==> src/rtl/shift_add_mult4.sv <==
// Sequential unsigned WIDTH x WIDTH shift-and-add multiplier driving an external fulladd4b.
// Optional: define MULT_ZERO_SKIP_EN to finish zero-operand requests in one cycle.
module shift_add_mult4 #(
    parameter int WIDTH = 4
) (
    input  logic                 clock,
    input  logic                 reset,
    input  logic                 start,
    input  logic [WIDTH-1:0]     mcand,
    input  logic [WIDTH-1:0]     mplier,
    output logic [WIDTH-1:0]     add_a,
    output logic [WIDTH-1:0]     add_b,
    output logic                 add_cin,
    input  logic [WIDTH-1:0]     add_sum,
    input  logic                 add_cout,
    output logic                 busy,
    output logic                 done,
    output logic [2*WIDTH-1:0]   product
);

    localparam int CNT_W = $clog2(WIDTH + 1);
    localparam logic [CNT_W-1:0] LAST_ITER = CNT_W'(WIDTH - 1);

    typedef enum logic [1:0] {
        ST_IDLE,
        ST_RUN,
        ST_DONE
    } state_t;

    state_t             state;
    logic [WIDTH-1:0]   m_reg;
    logic [WIDTH-1:0]   acc_hi;
    logic [WIDTH-1:0]   acc_lo;
    logic [CNT_W-1:0]   cnt;
    logic [2*WIDTH-1:0] acc_next;

    // The adder sees only registered values, so there is no combinational path from inputs.
    assign add_a   = acc_hi;
    assign add_b   = acc_lo[0] ? m_reg : '0;
    assign add_cin = 1'b0;

    // Carry-out lands in the new MSB so a full 2*WIDTH product is never truncated.
    assign acc_next = {add_cout, add_sum, acc_lo[WIDTH-1:1]};

    always_ff @(posedge clock) begin
        // NOTE: every register here uses <= so all updates see pre-edge values, regardless of order.
        if (!reset) begin
            state   <= ST_IDLE;
            busy    <= 1'b0;
            done    <= 1'b0;
            product <= '0;
            m_reg   <= '0;
            acc_hi  <= '0;
            acc_lo  <= '0;
            cnt     <= '0;
        end else begin
            case (state)
                ST_IDLE: begin
                    done <= 1'b0;
                    if (start) begin
                        m_reg  <= mcand;
                        acc_hi <= '0;
                        acc_lo <= mplier;
                        cnt    <= '0;
`ifdef MULT_ZERO_SKIP_EN
                        if ((mcand == '0) || (mplier == '0)) begin
                            product <= '0;
                            done    <= 1'b1;
                            busy    <= 1'b0;
                            state   <= ST_DONE;
                        end else begin
                            busy  <= 1'b1;
                            state <= ST_RUN;
                        end
`else
                        busy  <= 1'b1;
                        state <= ST_RUN;
`endif
                    end
                end

                ST_RUN: begin
                    {acc_hi, acc_lo} <= acc_next;
                    cnt              <= cnt + 1'b1;
                    if (cnt == LAST_ITER) begin
                        // Capture the post-iteration value so product is valid with done.
                        product <= acc_next;
                        busy    <= 1'b0;
                        done    <= 1'b1;
                        state   <= ST_DONE;
                    end
                end

                ST_DONE: begin
                    done  <= 1'b0;
                    busy  <= 1'b0;
                    state <= ST_IDLE;
                end

                default: begin
                    busy  <= 1'b0;
                    done  <= 1'b0;
                    state <= ST_IDLE;
                end
            endcase
        end
    end

endmodule

==> config.mk <==
export PLATFORM = sky130hd
export DESIGN_NAME = shift_add_mult4
export DESIGN_NICKNAME = d
export VERILOG_FILES = /design/src/rtl/shift_add_mult4.sv
export SDC_FILE = /design/constraint.sdc
export NUM_CORES = 1
export LEC_CHECK = 0
export CAP_MARGIN = 20
export CORE_MARGIN = 2
export CORE_UTILIZATION = 40
export DETAILED_ROUTE_END_ITERATION = 12
export DONT_BUFFER_PORTS = 1
export SYNTH_ARGS = -nofsm -noshare
export SYNTH_HDL_FRONTEND = slang
export SYNTH_SLANG_ARGS = --single-unit
==> constraint.sdc <==
create_clock -name clock -period 1.75 [get_ports clock]
set_clock_uncertainty 0.05 [all_clocks]
set_input_delay 0.35 -clock clock [delete_from_list [all_inputs] [get_ports clock]]
set_output_delay 0.35 -clock clock [all_outputs]
set_load 0.02 [all_outputs]
==> out/qor.txt <==
Status - finished, final reports clean
Syn Nets - 137
Design area - 1120 um2
Die Ht - 55.9 um
Most common library cells after synthesis - dfxtp_1, nand2_1, nand3_1, nor2_1
Data arrival time of the critical path - 1.64 ns
RSZ-0062 raised after global routing - false
Syn_area_per_cell - 9.04 um2
Max cap viols - 0
WL met1 - 1010 um
Power Dens Cells - 917 nW/um2
First-pass DRT Iterations - 2
Clock Tree Root - clkbuf_4
Area share of the largest cell type after synthesis - 0.484
Setup crit start - state[0]
Maximum vdd ir drop - 0.556 mV
CTS tree - done
Largest register FFs - 8
Pin count of the biggest net entering global routing - 27
FFs w/ async S/R, synth - 0
Final period util - 0.835
DPL Wire Length - 1510 um
Critical path data required time - 1.92 ns
Most numerous cell in the Yosys netlist - dfxtp_1
Mapped cell area - 1080 um2
Reg2reg setup slack - 0.29 ns
Met2 WL - 972 um
Top Layer Used - met4
Worst path depth - 3
Syn. warnings - 0
First-pass GRT wire length - 3550 um
Final wirelength - 2120 um
Vias - 799
DR vias/cell - 5.44
Synthesized flop and latch total - 26
Overflow after GRT - 0
Hold Path Class - in -> reg
Setup bufs post-CTS - 0
Number of flops mapped to enable cells by yosys - 0
Fin crit period - 1.46 ns
Starting Density - 0.427
Filler cell count - 263
WS Path Type - reg -> reg
Area leader, netlist - dfxtp_1
N_diodes - 0
Crit path max-delay cell type - or3b_1
Area occupied by multi-input gates - 504 um2
R2R Path End - acc_lo[2]
F_max - 684 MHz
Seq/Total Area, Yosys - 0.484
Initial antenna violation count - 0
Crit path capture - acc_lo[2]
Setup crit end kind - flop
Crit-path max cell delay - 0.53 ns
Reg area - 520 um2
IO Count - 35
CP Buf/Inv Count - 0
Area of the core - 2520 um2
R2r startpoint - state[0]
Biggest register - product
Final Hold Fails - 0
Die Width - 55.9 um
CTS Hold Buffers Added - 0
Placed cell area - 1080 um2
Vias in the first global route - 734
Fin nets - 136
Slew Viols, Final - 0
Post-CTS sizing - 0
RePlAce Congestion - 0.708
Total Neg Setup Slack - 0 ns
Worst skew pair latency - 0.31 ns
Ys flop type - dfxtp_1
Pleak - 0.410 nW
Largest cells by area after synthesis - dfxtp_1, nand2_1, a21boi_0
Drt wl/cell - 14.4 um
CP cell instances - or3b_1, o221ai_1, nor2_1
Number of port buffers - 0
CTS buffer count - 3
Die ar. - 3120 um2
Metal3 WL - 122 um
# clock sinks - 26
Clock buffer depth - 2
Worst-Margin Slew - 0.512 ns
DRC errors left - 0
Worst setup SP type - flop
R2R depth - 3
Syn Inst Count - 119
Crit path max-delay family - simple AND/OR/NAND/NOR gates
H-tree levels - 1
# setup viols final - 0
Layout area overhead - 3.84%
Slew margin rel. - 0.658
Clk pin slew, worst setup/hold paths - 0.14 ns
Crit path max fanout - 10
Synth cell types - 30
Detail Route Antenna Nets - 0
Rows - 18
Initial DRC Count - 6
GRT Total Usage - 0.142
Share of cells above drive strength 1 - 0.0598
worst register-to-register path, cell delays in order (launching register included):
cell	delay [ns]
dfxtp_1	0.48
or3b_1	0.53
o221ai_1	0.23
nor2_1	0.07
cells by family (layout without fill, tap and decap cells):
group,Yosys count,count (layout),share of synthesized area
buffers and inverters,10,8,0.0477
other,1,1,0.00349
AO/OA/AOI/OAI,29,29,0.202
adder cells (fa/ha/maj),2,2,0.0233
AND/OR/NAND/NOR,51,51,0.240
flip-flops,26,26,0.484
power by group:
part / switching (mW) / internal (mW) / total (mW)
sequential: 0.0293 / 0.617 / 0.646
clock: 0.170 / 0.127 / 0.297
combinational: 0.0451 / 0.0368 / 0.0819
layout by cell type, fill, tap and decap left out, drive strengths merged:
| master | n |
|---|---|
| a21boi | 12 |
| a21oi | 1 |
| a22oi | 5 |
| and2 | 5 |
| and2b | 1 |
| and3 | 2 |
| buf | 1 |
| clkbuf | 4 |
| conb | 1 |
| dfxtp | 26 |
| ha | 2 |
| inv | 3 |
| nand2 | 17 |
| nand2b | 2 |
| nand3 | 8 |
| nand3b | 1 |
| nor2 | 7 |
| nor2b | 5 |
| nor3b | 1 |
| o211a | 1 |
| o21ai | 2 |
| o21ba | 1 |
| o21bai | 1 |
| o221ai | 4 |
| o22ai | 2 |
| or2b | 1 |
| or3b | 1 |
final cells by class:
cell class,count,area share
multi-input cells,83,0.451
inverters,3,0.0101
flip-flops and latches,26,0.466
repair buffers,1,0.00672
clock buffers,4,0.0325
well taps,30,0.0336
worst min-delay path by stage:
stage | startpoint | end | cells past startpoint
final | reset | done | 2
after global routing | reset | cnt[0] | 1
after CTS | reset | cnt[0] | 1
after detailed placement | m_reg[0] | m_reg[0] | 2
after global placement | m_reg[3] | m_reg[3] | 2
after floorplan | m_reg[0] | m_reg[0] | 2
per-layer routing:
metal | GRT usage | vias to the layer above
met1 | 0.196 | 374
met2 | 0.219 | 21
li1 | - | 402
met3 | 0.0442 | 2
met4 | 0.0306 | 0
met5 | 0 | -
through the flow:
stage | instances | hold slack, ns | setup slack [ns] | util | total power [mW]
5_1_grt | 147 | 0.0870 | 0.210 | 0.443 | 1.08
6_report | 147 | 0.106 | 0.288 | 0.443 | 1.02
3_3_place_gp | 143 | 0.400 | 0.383 | 0.429 | 0.739
3_5_place_dp | 143 | 0.405 | 0.308 | 0.429 | 0.742
2_1_floorplan | 119 | 0.389 | 0.377 | - | 0.735
4_1_cts | 147 | 0.0988 | 0.294 | 0.443 | 1.04
(Power assumes the default switching activity.)
